<file path="src/rtl/addr_wr_responder.sv">
// -----------------------------------------------------------------------------
// addr_wr_responder
// Target-side responder for the addr/wr/en stimulus bus. Holds a 2**ADDR_W x
// DATA_W register file and services one access per cycle: a write when en=1 and
// wr=1, a registered read when en=1 and wr=0. It also keeps saturating
// access counters.
//
// Optional feature macro: WR_PROTECT_EN
//   When this macro is defined, the top address is a lock control register
//   instead of storage. While lock=1, writes to every other address are
//   dropped and err pulses for one cycle.
//
// Ports
//   clk       in   system clock, all logic on posedge
//   rst       in   asynchronous active-high reset
//   en        in   access enable
//   wr        in   1 = write, 0 = read (ignored when en=0)
//   addr      in   access address [ADDR_W]
//   wdata     in   write data [DATA_W]
//   rdata     out  registered read data [DATA_W]
//   rvalid    out  one-cycle pulse qualifying rdata
//   wr_count  out  accepted writes, saturating [CNT_W]
//   rd_count  out  completed reads, saturating [CNT_W]
//   err       out  one-cycle pulse on a rejected write (tied 0 without protect)
// -----------------------------------------------------------------------------
module addr_wr_responder #(
    parameter int unsigned ADDR_W = 6,
    parameter int unsigned DATA_W = 8,
    parameter int unsigned CNT_W  = 16
) (
    input  logic              clk,
    input  logic              rst,
    input  logic              en,
    input  logic              wr,
    input  logic [ADDR_W-1:0] addr,
    input  logic [DATA_W-1:0] wdata,
    output logic [DATA_W-1:0] rdata,
    output logic              rvalid,
    output logic [CNT_W-1:0]  wr_count,
    output logic [CNT_W-1:0]  rd_count,
    output logic              err
);

    localparam int unsigned DEPTH = 2 ** ADDR_W;

    logic [DATA_W-1:0] mem_q [DEPTH];
    logic [DATA_W-1:0] rdata_q,    rdata_d;
    logic              rvalid_q,   rvalid_d;
    logic [CNT_W-1:0]  wr_count_q, wr_count_d;
    logic [CNT_W-1:0]  rd_count_q, rd_count_d;
    logic              mem_we_c;

`ifdef WR_PROTECT_EN
    localparam logic [ADDR_W-1:0] CTRL_ADDR = {ADDR_W{1'b1}};

    logic lock_q, lock_d;
    logic err_q,  err_d;
`endif

    // Access decode: next-state for read path, counters, lock and write strobe
    always_comb begin
        rdata_d    = rdata_q;
        rvalid_d   = 1'b0;
        wr_count_d = wr_count_q;
        rd_count_d = rd_count_q;
        mem_we_c   = 1'b0;
`ifdef WR_PROTECT_EN
        lock_d     = lock_q;
        err_d      = 1'b0;
`endif
        if (en) begin
            if (wr) begin
`ifdef WR_PROTECT_EN
                // Control-register writes are always accepted, even when locked
                if (addr == CTRL_ADDR) begin
                    lock_d = wdata[0];
                    if (wr_count_q != '1) wr_count_d = wr_count_q + CNT_W'(1);
                end else if (lock_q) begin
                    err_d = 1'b1;
                end else begin
                    mem_we_c = 1'b1;
                    if (wr_count_q != '1) wr_count_d = wr_count_q + CNT_W'(1);
                end
`else
                mem_we_c = 1'b1;
                if (wr_count_q != '1) wr_count_d = wr_count_q + CNT_W'(1);
`endif
            end else begin
                rvalid_d = 1'b1;
                if (rd_count_q != '1) rd_count_d = rd_count_q + CNT_W'(1);
`ifdef WR_PROTECT_EN
                if (addr == CTRL_ADDR) rdata_d = DATA_W'(lock_q);
                else                   rdata_d = mem_q[addr];
`else
                rdata_d = mem_q[addr];
`endif
            end
        end
    end

    // Control and status registers
    always_ff @(posedge clk or posedge rst) begin
        if (rst) begin
            rdata_q    <= '0;
            rvalid_q   <= 1'b0;
            wr_count_q <= '0;
            rd_count_q <= '0;
`ifdef WR_PROTECT_EN
            lock_q     <= 1'b0;
            err_q      <= 1'b0;
`endif
        end else begin
            rdata_q    <= rdata_d;
            rvalid_q   <= rvalid_d;
            wr_count_q <= wr_count_d;
            rd_count_q <= rd_count_d;
`ifdef WR_PROTECT_EN
            lock_q     <= lock_d;
            err_q      <= err_d;
`endif
        end
    end

    // Register file; reset clears every entry
    always_ff @(posedge clk or posedge rst) begin
        if (rst) begin
            for (int i = 0; i < DEPTH; i++) mem_q[i] <= '0;
        end else if (mem_we_c) begin
            mem_q[addr] <= wdata;
        end
    end

    assign rdata    = rdata_q;
    assign rvalid   = rvalid_q;
    assign wr_count = wr_count_q;
    assign rd_count = rd_count_q;
`ifdef WR_PROTECT_EN
    assign err      = err_q;
`else
    assign err      = 1'b0;
`endif

endmodule

</file>
<file path="config.mk">
export PLATFORM = sky130hd
export DESIGN_NAME = addr_wr_responder
export DESIGN_NICKNAME = d
export VERILOG_FILES = /design/src/rtl/addr_wr_responder.sv
export SDC_FILE = /design/constraint.sdc
export NUM_CORES = 1
export LEC_CHECK = 0
export BUFFER_PORTS_ARGS = -buffer_cell sky130_fd_sc_hd__buf_4
export CORE_MARGIN = 5
export CORE_UTILIZATION = 40
export DETAILED_ROUTE_END_ITERATION = 10
export GPL_ROUTABILITY_DRIVEN = 1
export PLACE_DENSITY = 0.55
export SYNTH_ARGS = -nofsm -noshare
export SYNTH_HDL_FRONTEND = slang
export SYNTH_SLANG_ARGS = --single-unit
</file>
<file path="constraint.sdc">
create_clock -name clk -period 28.8 [get_ports clk]
set_input_delay 7.2 -clock clk [delete_from_list [all_inputs] [get_ports clk]]
set_output_delay 7.2 -clock clk [all_outputs]
set_load 0.1 [all_outputs]
</file>
== Yosys cells after proc, flatten, opt, wreduce, memory -nomap -nowiden ==
Cells that the tools add are included.

* Register bits: 553
* Input port bits: 18
* Output and inout bits: 42
* Logic and storage cells: 90

* Add/sub/neg operators: 2
* Order comparisons: 2
* Eq/ne operators: 2
* Mux-type cells: 10
* Bitwise operators: 2
* Reduce and logical (&&, ||, !) cells: 4

{| class="wikitable"
|+ Operators with widths
! operator !! count
|-
| bitwise mux 512 bit || 1
|-
| binary-select mux 8 bit (select 6 bit) || 1
|-
| demux 8 bit (select 6 bit) || 1
|-
| adder 16 x 1 -> 16 bit (second input constant) || 2
|-
| != test 16 bit (second input constant) || 2
|-
| two-way mux 8 bit || 3
|-
| >= comparator 7 bit (second input constant) || 1
|-
| less-than comparator 7 x 1 -> 1 bit (second input constant) || 1
|-
| inverter 6 -> 7 bit || 1
|-
| AND reduction 3 bit || 2
|-
| two-way mux 1 bit || 4
|-
| AND reduction 2 bit || 1
|-
| logical AND 1 bit || 1
|-
| inverter 1 bit || 1
|}

== Longest topological paths before layout ==
Gate-level depths: netlist of the first run.

* Depth after elaboration: 6
* Gate-level depth with buffers: 9
* Gate-level depth less buffers: 6

== Worst setup path after synthesis of the first run ==
No wires, ideal clock.

* Path kind: in2reg
* From: input addr[0]
* To: register rdata_q[0], in the netlist rdata[0]
* Setup time: 126 ps
* Arrival time: 8885 ps
* Data required time: 28674 ps
* Path slack: 19789 ps
* Stages on the path: 7
* Path buffers: 2
* Cell sequence: buf_6 buf_2 mux2_2 o22ai_1 nor3_1 or4_1 o32a_1

* Cells in the longest elaborated chain, start to end: 4

{| class="wikitable"
|+ Ends and longest elaborated chain
! element !! line !! text
|-
| start: declaration || 35 || <nowiki>input logic [ADDR_W-1:0] addr,</nowiki>
|-
| inverter 6 -> 7 bit (not written as such) || 95 || <nowiki>rdata_d = mem_q[addr];</nowiki>
|-
| binary-select mux 8 bit (select 6 bit) || 95 ||
|-
| two-way mux 8 bit (not written as such) (2 in series) || 95 ||
|-
| end signal: assignment || 113 || <nowiki>rdata_q <= rdata_d;</nowiki>
|-
| end: declaration || 47 || <nowiki>logic [DATA_W-1:0] rdata_q, rdata_d;</nowiki>
|}

Every way passes these cells. The select of a mux whose other input is x is not followed.
A chain may end at the register's enable or synchronous reset.

== Worst setup path in the final report of the first run ==
* From: input addr[0]
* To: register rdata_q[2], in the netlist rdata[2]

The elaborated chain is that of the path after synthesis.

==> out/metrics.yaml, run 1 <==
status: "completed"
antenna_left: 0
multiInputGateArea_um2: 11000
max_freq_mhz: 99.1
finalSetupViolations: 0
antenna_found_initial: 0
p_comb_share_pct: 14.2
fillerInstances: 5726
p_clk_share_pct: 39.8
fin_nets: 1796
cts_buffer_depth: 3
cts-root-buf: "clkbuf_16"
finalClockSkew_ns: 0.0127
die_x_um: 262
grtUsageTotal_pct: 20.0
clk_pin_slew_ns: 0.06
final_cell_mix: "mux2_2, dfrtp_1, mux2i_1"
drive_above_1_share_pct: 48.5
grt_max_degree: 130
gr-total-overflow: 0
syn_area_per_cell_um2: 14.4
post-cts-setup-buffer-count: 0
netSwitchingPower_uw: 533
synthFlopType: "dfrtp_1"
hold_buffers: 0
worst_pin_slew_ns: 1.12
netlist_instances: 1764
synth_nets: 1784
rows: 92
remaining_drc_errors: 0
synth-seq-cells: 553
maxSlewHeadroom_pct: 25.4
power_density_nw_per_um2: 67.7
seqCellArea_um2: 13800
leakage_uw: 0.0133
synth_edf_count: 0
finalSetupTns_ns: 0
hp-class: "flip-flop to flip-flop"
netlist_area_um2: 25500
io_pins: 60
period_share_pct: 35.0
critPathKind: "primary input to flip-flop"
diodes: 0
firstDrtPassIters: 5
min_period_ns: 10.09
final_common_cell: "mux2_2"
grt_pass1_wl_mm: 107
maxCapViolations: 0
numCtsBuffers: 60
clock-sinks: 553
ys_warn_count: 0
p_seq_share_pct: 46.0
worstPathArrival_ns: 10.60
io_buffers: 58
crit_path_cell_trace: "buf_8, buf_12, mux4_2, mux2i_1, nor2_1, or4_1, o32a_1"
floorplan.initialDensity_pct: 40.4
dp_hpwl_mm: 42.5
detail_route.vias_per_cell: 5.64
htreeDepth: 2
hold_viol_final: 0
maxSlewViolCount: 0
vdd_drop_max_uv: 45.6
die-area_um2: 68800
cts_resized: 0
gp_congestion: 0.815
syn_to_final_growth_pct: 12.0
drt-total-wl_mm: 69.6
swShare_pct: 27.6
async_reset_ff_share_pct: 100
wl_per_cell_um: 26.1
grt_pass1_vias: 16200
coreArea_um2: 63100
rsz0062_at_grt: "false"
r2r_slack_ns: 26.61
hold_ws_ns: 0.489
crit_family: "buffers and inverters"
clk_latency_ns: 0.63
required_ns: 29.31
yosysUniqueCellTypes: 49
critPathBufInv: 2
cts_tree: "built"
synth.yosys.seq_area_share_pct: 54.4
crit_path_max_incr_delay_ns: 0.67
route.vias.total: 15100
crit_fanout: 129
crit_slowest_cell: "buf_12"
die_h_um: 262
internal-power_uw: 1400
cp-start-kind: "primary input"
drt-initial-drc-count: 964
worstSetupEndpointType: "flip-flop"
==> cell type report <==
type                    count  share of cell area, %
well taps                 846                   3.71
inverters                   2                 0.0527
repair buffers             74                   2.02
flip-flops and latches    553                   48.5
clock buffers              98                   6.58
clock inverters            13                  0.351
multi-input cells        1085                   38.7
==> kinds of logic after synthesis <==
logic type               Yosys count  share of synthesized area (%)
AO/OA/AOI/OAI                    125                           3.39
XOR/XNOR                          30                           1.03
adder cells (fa/ha/maj)            2                         0.0983
buffers and inverters            126                           2.33
flip-flops                       553                           54.4
multiplexers                     728                           34.3
other                              1                         0.0147
AND/OR/NAND/NOR                  199                           4.46
==> path summary, 6_finish.rpt <==
kind                                            end  cells after the start                      from
max                            rdata[2]$_DFFE_PP0P_                      7                   addr[0]
max reg2reg                 rd_count[1]$_DFFE_PP0P_                      4   rd_count[5]$_DFFE_PP0P_
min reg2reg                rd_count[12]$_DFFE_PP0P_                      1  rd_count[12]$_DFFE_PP0P_
max in group asynchronous    mem_q[482]$_DFFE_PP0P_                      5                       rst
min in group asynchronous   rd_count[5]$_DFFE_PP0P_                      2                       rst
min                        rd_count[12]$_DFFE_PP0P_                      1  rd_count[12]$_DFFE_PP0P_
==> worst reg2reg max path, stage by stage (launching register included) <==
cell and delay (ns):
dfrtp_1 0.42, and4_1 0.25, and4_1 0.26, a21oi_1 0.72
mux2_2 0.42
==> routing by layer <==
layer	up-vias	track usage (%)	share of wire, %
li1	6519	-	-
met4	0	4.13	2.0
met5	-	0	0
met2	270	32.5	48
met3	90	3.37	3.9
met1	8182	28.5	47
==> power by group through the flow <==
stage	Clock, uW	Combinational (uW)	Sequential, uW
6_report	768	275	888
5_1_grt	819	294	896
4_1_cts	790	278	888
3_5_place_dp	0	278	902
3_3_place_gp	0	273	898
2_1_floorplan	0	144	959
==> cells in the mapped netlist (10+ instances only) <==
| master | count | share of area (%) |
|---|---|---|
| nor2_1 | 15 | 0.22 |
| nor2b_1 | 13 | 0.32 |
| mux4_2 | 58 | 5.1 |
| mux2_2 | 580 | 26 |
| buf_2 | 15 | 0.29 |
| clkbuf_1 | 72 | 1.1 |
| mux2i_1 | 90 | 3.5 |
| buf_4 | 15 | 0.44 |
| a22oi_1 | 15 | 0.44 |
| dfrtp_1 | 553 | 54 |
| xnor2_1 | 21 | 0.72 |
| nand3_1 | 19 | 0.37 |
| nor2_2 | 64 | 1.6 |
| a211oi_1 | 14 | 0.41 |
| a21oi_1 | 17 | 0.33 |
| nand2_1 | 24 | 0.35 |
| buf_1 | 15 | 0.22 |
| o22ai_1 | 39 | 0.96 |
| nor3_1 | 10 | 0.20 |
==> registers in the layout (all words and copies together) (netlist names) <==
register	flops
mem_q	512
rdata	8
wr_count	16
rvalid	1
rd_count	16
==> per-stage QoR <==
stage	power [uW]	setup WS (ns)	cells	instance area (um2)	util, %
final	1930	18.71	2671	28500	45.2
after global routing	2010	18.33	2671	28500	45.2
after CTS	1960	18.76	2671	28500	45.2
after detailed placement	1180	18.07	2560	26500	42.1
after global placement	1170	18.13	2560	26500	42.1
after floorplan	1100	6.14	1764	25500	-
(Power assumes the default switching activity.)
==> run 2, diff against run 1 <==
--- a/config.mk
+++ b/config.mk
@@ -10,7 +10,7 @@
 export CORE_UTILIZATION = 40
 export DETAILED_ROUTE_END_ITERATION = 10
 export GPL_ROUTABILITY_DRIVEN = 1
-export PLACE_DENSITY = 0.55
+export PLACE_DENSITY = 0.57
 export SYNTH_ARGS = -nofsm -noshare
 export SYNTH_HDL_FRONTEND = slang
 export SYNTH_SLANG_ARGS = --single-unit
==> constraint.sdc (replaced) <==
create_clock -name clk -period 8.9 [get_ports clk]
set_input_delay 2.225 -clock clk [delete_from_list [all_inputs] [get_ports clk]]
set_output_delay 2.225 -clock clk [all_outputs]
set_load 0.1 [all_outputs]
==> out/metrics.yaml, run 2 (synthesis gave the netlist of run 1 again) <==
die_x_um: 262  # unchanged
ff2ff_path_depth: 5  # +1
clk_latency_ns: 0.63  # about the same
cts_tree: "built"
hold_viol_final: 0  # unchanged
cts_buffer_depth: 3  # unchanged
power.total_uw: 6450  # +230%
seqCellArea_um2: 13800  # unchanged
hold_buffers: 0  # unchanged
min_period_ns: 4.72
worstSetupEndpointType: "flip-flop"
vdd_drop_max_uv: 155  # +240%
maxCapViolations: 0  # unchanged
numCtsBuffers: 61  # +1.7%
leakage_uw: 0.0134  # +0.62%
final_cell_mix: "mux2_2, dfrtp_1, mux2i_1"
layoutNonFillerInstCount: 2673  # +0.075%
firstDrtPassIters: 5  # unchanged
top_usage_layer: "met2"
final_common_cell: "mux2_2"
die_h_um: 262  # unchanged
floorplan.initialDensity_pct: 40.4  # unchanged
crit_path_cell_trace: "buf_8, buf_4, mux4_2, mux2i_1, nor2_1, or4_1, o32a_1"
clk_pin_slew_ns: 0.06  # about the same
coreArea_um2: 63100  # unchanged
critPathKind: "primary input to flip-flop"
final_area_um2: 28700  # +0.67%
required_ns: 9.41  # -19.90 ns
status: "completed"
rsz0062_at_grt: "false"
worst_pin_slew_ns: 1.05  # -0.0727 ns
crit_fanout: 80  # -38%
use_met1_pct: 25.9  # -2.6 points
detail_route.vias_per_cell: 5.60  # -0.65%
wl_per_cell_um: 24.4  # -6.2%
dp.cells: 2561  # +0.039%
crit_slowest_cell: "buf_8"
fillerInstances: 5740  # +0.24%
use_met3_pct: 3.83  # +0.46 points
grt_use_met2_pct: 30.5  # -1.9 points
drt-initial-drc-count: 798  # -17%
syn_to_final_growth_pct: 12.7
rows: 92  # unchanged
maxSlewViolCount: 0  # unchanged
cp-start-kind: "primary input"
maxSlewHeadroom_pct: 30.3  # +4.8 points
die-area_um2: 68800  # unchanged
io_buffers: 58  # unchanged
grt_pass1_vias: 16200  # -0.10%
clock-sinks: 553  # unchanged
r2r_slack_ns: 6.64  # -19.97 ns
finalClockSkew_ns: 0.0217  # +0.00900 ns
grt_pass1_wl_mm: 102  # -4.5%
finalSetupViolations: 0  # unchanged
power_density_nw_per_um2: 225  # +230%
dpl_cell_area_um2: 26500  # about the same
io_pins: 60  # unchanged
dp_hpwl_mm: 40.5  # -4.8%
gp_congestion: 0.793  # -2.7%
hold_depth: 1  # unchanged
cts-root-buf: "clkbuf_16"
htreeDepth: 2  # unchanged
drive_above_1_share_pct: 48.6  # about the same
fin_nets: 1798  # +0.11%
drt-total-wl_mm: 65.3  # -6.1%
multiInputGateArea_um2: 11000  # about the same
grtUsageTotal_pct: 18.9  # -1.1 points
antenna_left: 0  # unchanged
max_flop_register: "mem_q"
max_freq_mhz: 212
grt_max_degree: 171  # +32%
post-cts-setup-buffer-count: 0  # unchanged
remaining_drc_errors: 0  # unchanged
period_share_pct: 53.0
largest_register_ffs: 512  # unchanged
antenna_found_initial: 1  # +1
cts_resized: 0  # unchanged
worstPathArrival_ns: 5.23  # -5.37 ns
crit_path_max_incr_delay_ns: 0.54  # -0.13 ns
route.vias.total: 15000  # -0.58%
hp-class: "flip-flop to flip-flop"
gr-total-overflow: 0  # unchanged
[run 2: cell types whose count changed in the layout (fill, tap and decap cells not counted), moves of 2 or more]
cell / before / now
bufinv_16: 1 / 10
clkbuf_8: 21 / 12
clkbuf_16: 61 / 63
a2111oi_1: 2 / 0
a2111oi_0: 7 / 9
[run 2: area by class of cell]
cell class	count	area share, %
Sequential cell	553	48.2
Multi-Input combinational cell	1085	38.5
Clock buffer	91	6.28
Tap cell	846	3.69
Timing Repair Buffer	75	2.08
Clock inverter	20	1.23
Inverter	2	0.0392
Antenna cell	1	0.00872
[run 2: metrics by stage]
step	TNS (ns)	worst slack, ns	hold slack (ns)	utilization (%)
4_1_cts	0	4.17	0.501	45.5
2_1_floorplan	-470.50	-0.851	0.473	-
3_3_place_gp	0	3.41	0.475	42.1
6_report	0	4.18	0.495	45.5
3_5_place_dp	0	3.49	0.490	42.1
5_1_grt	0	4.05	0.510	45.5
[run 2: path summary, 6_finish.rpt]
kind	startpoint	endpoint
max	addr[0]	rdata[3]$_DFFE_PP0P_
min	rd_count[7]$_DFFE_PP0P_	rd_count[7]$_DFFE_PP0P_
max reg2reg	mem_q[248]$_DFFE_PP0P_	rdata[0]$_DFFE_PP0P_
min reg2reg	rd_count[7]$_DFFE_PP0P_	rd_count[7]$_DFFE_PP0P_
max in group asynchronous	rst	mem_q[223]$_DFFE_PP0P_
min in group asynchronous	rst	rd_count[15]$_DFFE_PP0P_
[run 2: layer usage]
| metal | wire length, um | up-vias |
|---|---|---|
| li1 | - | 6515 |
| met4 | 2030 | 2 |
| met1 | 29300 | 8051 |
| met2 | 31000 | 290 |
| met5 | 13 | - |
| met3 | 3000 | 116 |
[run 2: critical path: cells and delay by family]
kind | cells | cell delay, ns
buffers and inverters | 2 | 1.03
multiplexers | 2 | 0.88
AND/OR/NAND/NOR | 2 | 0.60
AO/OA/AOI/OAI | 1 | 0.34
[run 2: power by group]
group | leakage [uW] | internal (uW) | switching (uW)
Combinational | 0.00479 | 330 | 551
Clock | 0.00106 | 1680 | 1020
Sequential | 0.00750 | 2740 | 135
==> run 3, diff against run 2 <==
--- a/config.mk
+++ b/config.mk
@@ -5,6 +5,7 @@
 export SDC_FILE = /design/constraint.sdc
 export NUM_CORES = 1
 export LEC_CHECK = 0
+export ABC_AREA = 1
 export BUFFER_PORTS_ARGS = -buffer_cell sky130_fd_sc_hd__buf_4
 export CORE_MARGIN = 5
 export CORE_UTILIZATION = 40
==> constraint.sdc (replaced) <==
create_clock -name clk -period 4 [get_ports clk]
set_input_delay 1 -clock clk [delete_from_list [all_inputs] [get_ports clk]]
set_output_delay 1 -clock clk [all_outputs]
set_load 0.1 [all_outputs]
==> out/metrics.yaml, run 3 <==
final_common_cell: "nand2_1"
die_x_um: 266  # +1.6%
crit_path_start: "addr[1]"
finalSetupViolations: 0  # unchanged
numCtsBuffers: 60  # -1.6%
crit_fanout: 50  # -38%
worstPathArrival_ns: 3.71  # -1.52 ns
maxSlewHeadroom_pct: 13.4  # -17 points
clk_latency_ns: 0.63  # about the same
firstDrtPassIters: 5  # unchanged
remaining_drc_errors: 0  # unchanged
drt-total-wl_mm: 75.5  # +16%
grt_pass1_wl_mm: 120  # +18%
hp-class: "primary input to async pin"
synthFlopType: "dfrtp_1"
die_h_um: 266  # +1.6%
worst_pin_slew_ns: 1.29  # +0.249 ns
clk_pin_slew_ns: 0.06  # about the same
use_met3_pct: 3.82  # -0.013 points
cp-start-kind: "primary input"
top_usage_layer: "met2"
io_pins: 60  # unchanged
required_ns: 4.51  # -4.90 ns
syn_area_per_cell_um2: 7.59  # -47%
synth_edf_count: 0  # unchanged
async_reset_ff_share_pct: 100  # unchanged
synth.top_cells.by_count: "nand2_1, o21ai_0, dfrtp_1"
rows: 94  # +2.2%
netlist_instances: 3467  # +97%
final_cell_mix: "nand2_1, o21ai_0, dfrtp_1"
grt_max_degree: 124  # -27%
cts-root-buf: "clkbuf_16"
gr-total-overflow: 0  # unchanged
dpl_cell_area_um2: 27800  # +4.9%
route.vias.total: 21700  # +45%
die-area_um2: 71000  # +3.2%
io_buffers: 58  # unchanged
reg2reg_from: "mem_q[87]$_DFFE_PP0P_"
gp_congestion: 0.837  # +5.5%
yosysTopAreaCellShare_pct: 52.6  # -1.8 points
antenna_left: 0  # unchanged
maxSlewViolCount: 0  # unchanged
synth_nets: 3487  # +95%
antenna_found_initial: 5  # +4
grt_pass1_vias: 20500  # +27%
status: "completed"
critPathKind: "primary input to flip-flop"
synth.yosys.seq_area_share_pct: 52.6  # -1.8 points
layoutNonFillerInstCount: 4367  # +63%
cts_resized: 0  # unchanged
post-cts-setup-buffer-count: 0  # unchanged
synth.most_common_cell: "nand2_1"
period_share_pct: 80.0
rsz0062_at_grt: "false"
syn_to_final_growth_pct: 13.3
detail_route.vias_per_cell: 4.97  # -11%
cts_buffer_depth: 3  # unchanged
synth_largest_area_cell: "dfrtp_1"
max_flop_register: "mem_q"
netlist_area_um2: 26300  # +3.3%
clock-sinks: 553  # unchanged
hold_buffers: 0  # unchanged
htreeDepth: 2  # unchanged
largest_register_ffs: 512  # unchanged
vdd_drop_max_uv: 317  # +100%
maxCapViolations: 0  # unchanged
dp_hpwl_mm: 47.3  # +17%
fin_nets: 3474  # +93%
grtUsageTotal_pct: 21.2  # +2.3 points
drt-initial-drc-count: 1731  # +120%
grt_use_met2_pct: 32.5  # +2.0 points
ys_warn_count: 0  # unchanged
floorplan.initialDensity_pct: 40.2  # -0.20 points
use_met1_pct: 30.6  # +4.7 points
min_period_ns: 3.20
dp.cells: 4256  # +66%
power_density_nw_per_um2: 475  # +110%
max_freq_mhz: 312
synth-seq-cells: 553  # unchanged
worstSetupEndpointType: "flip-flop"
coreArea_um2: 65500  # +3.9%
setup_ws_ns: 0.798  # -3.38 ns
yosysUniqueCellTypes: 26  # -47%
finalClockSkew_ns: 0.0227  # +0.000937 ns
final_area_um2: 29800  # +3.9%
leakage_uw: 0.0146  # +9.6%
drive_above_1_share_pct: 7.79  # -41 points
cts_tree: "built"
wl_per_cell_um: 17.3  # -29%
synth.area.top_cells: "dfrtp_1, nand2_1, o21ai_0, inv_1, nand3_1"
hold_viol_final: 0  # unchanged
hold_ws_ns: 0.451  # -0.0449 ns
diodes: 0  # -1
dp_slack_ns: 0.186  # -3.30 ns
-- run 3: changes by cell type in the layout (fill, tap and decap cells not counted), sizes merged, moves of 82 or more --
cell	change
mux2i	-90
mux2	-580
o21ai	+573
nor2	+82
nand2	+1155
nand3	+176
inv	+442
-- run 3: final timing paths --
check	end	depth (start not counted)	slack, ns
max in group asynchronous	mem_q[142]$_DFFE_PP0P_	3	2.47
hold / removal	mem_q[433]$_DFFE_PP0P_	2	0.45
min in group clk	mem_q[281]$_DFFE_PP0P_	2	0.48
setup / recovery	mem_q[296]$_DFFE_PP0P_	8	0.80
hold reg to reg	mem_q[281]$_DFFE_PP0P_	2	0.48
setup reg to reg	rdata[7]$_DFFE_PP0P_	11	1.98
-- run 3: per-stage QoR --
stage	total power [uW]	utilization, %	TNS, ns
floorplan	8050	-	-2502.77
global placement	8650	42.5	0
detailed placement	8680	42.5	0
CTS	14300	45.5	0
global route	14800	45.5	0
finish	14200	45.5	0
-- run 3: metal layers --
layer	up-vias	wire [um]	part of all wire, %
met5	-	54	0.072
met4	8	2470	3.3
met3	139	4090	5.4
met2	489	33400	44
met1	10300	35500	47
li1	10800	-	-
-- run 3: cell type report --
| class | count | area (um2) |
|---|---|---|
| clock buffer | 90 | 1790 |
| clock inverter | 21 | 198 |
| fill | 6550 | 35700 |
| tap | 864 | 1080 |
| timing repair buffer | 130 | 1220 |
| sequential | 553 | 13800 |
| inverter | 446 | 1680 |
| multi-input combinational | 2263 | 10000 |
-- run 3: kinds of logic (layout without fill, tap and decap cells) --
family          after synthesis  count (layout)  synth area share [%]
compound gates              626             626                  12.4
simple gates               1607            1607                  24.6
xor+xnor                     27              27                 0.899
fa+ha+maj                     2               2                0.0951
other cells                   1               1                0.0143
flops                       553             553                  52.6
buf+inv                     651             687                  9.44
-- run 3: worst max-delay path, cell delays in order --
cell     delay [ns]
buf_4          0.13
inv_1          0.08
nor2_4         0.12
buf_12         0.30
inv_1          0.10
nor2_1         0.99
nand2_1        0.64
o21ai_0        0.34
-- run 3: power breakdown --
group          switching [uW]  internal [uW]  total [uW]
Sequential                335           6090        6430
Clock                    2340           3260        5600
Combinational            1550            593        2140
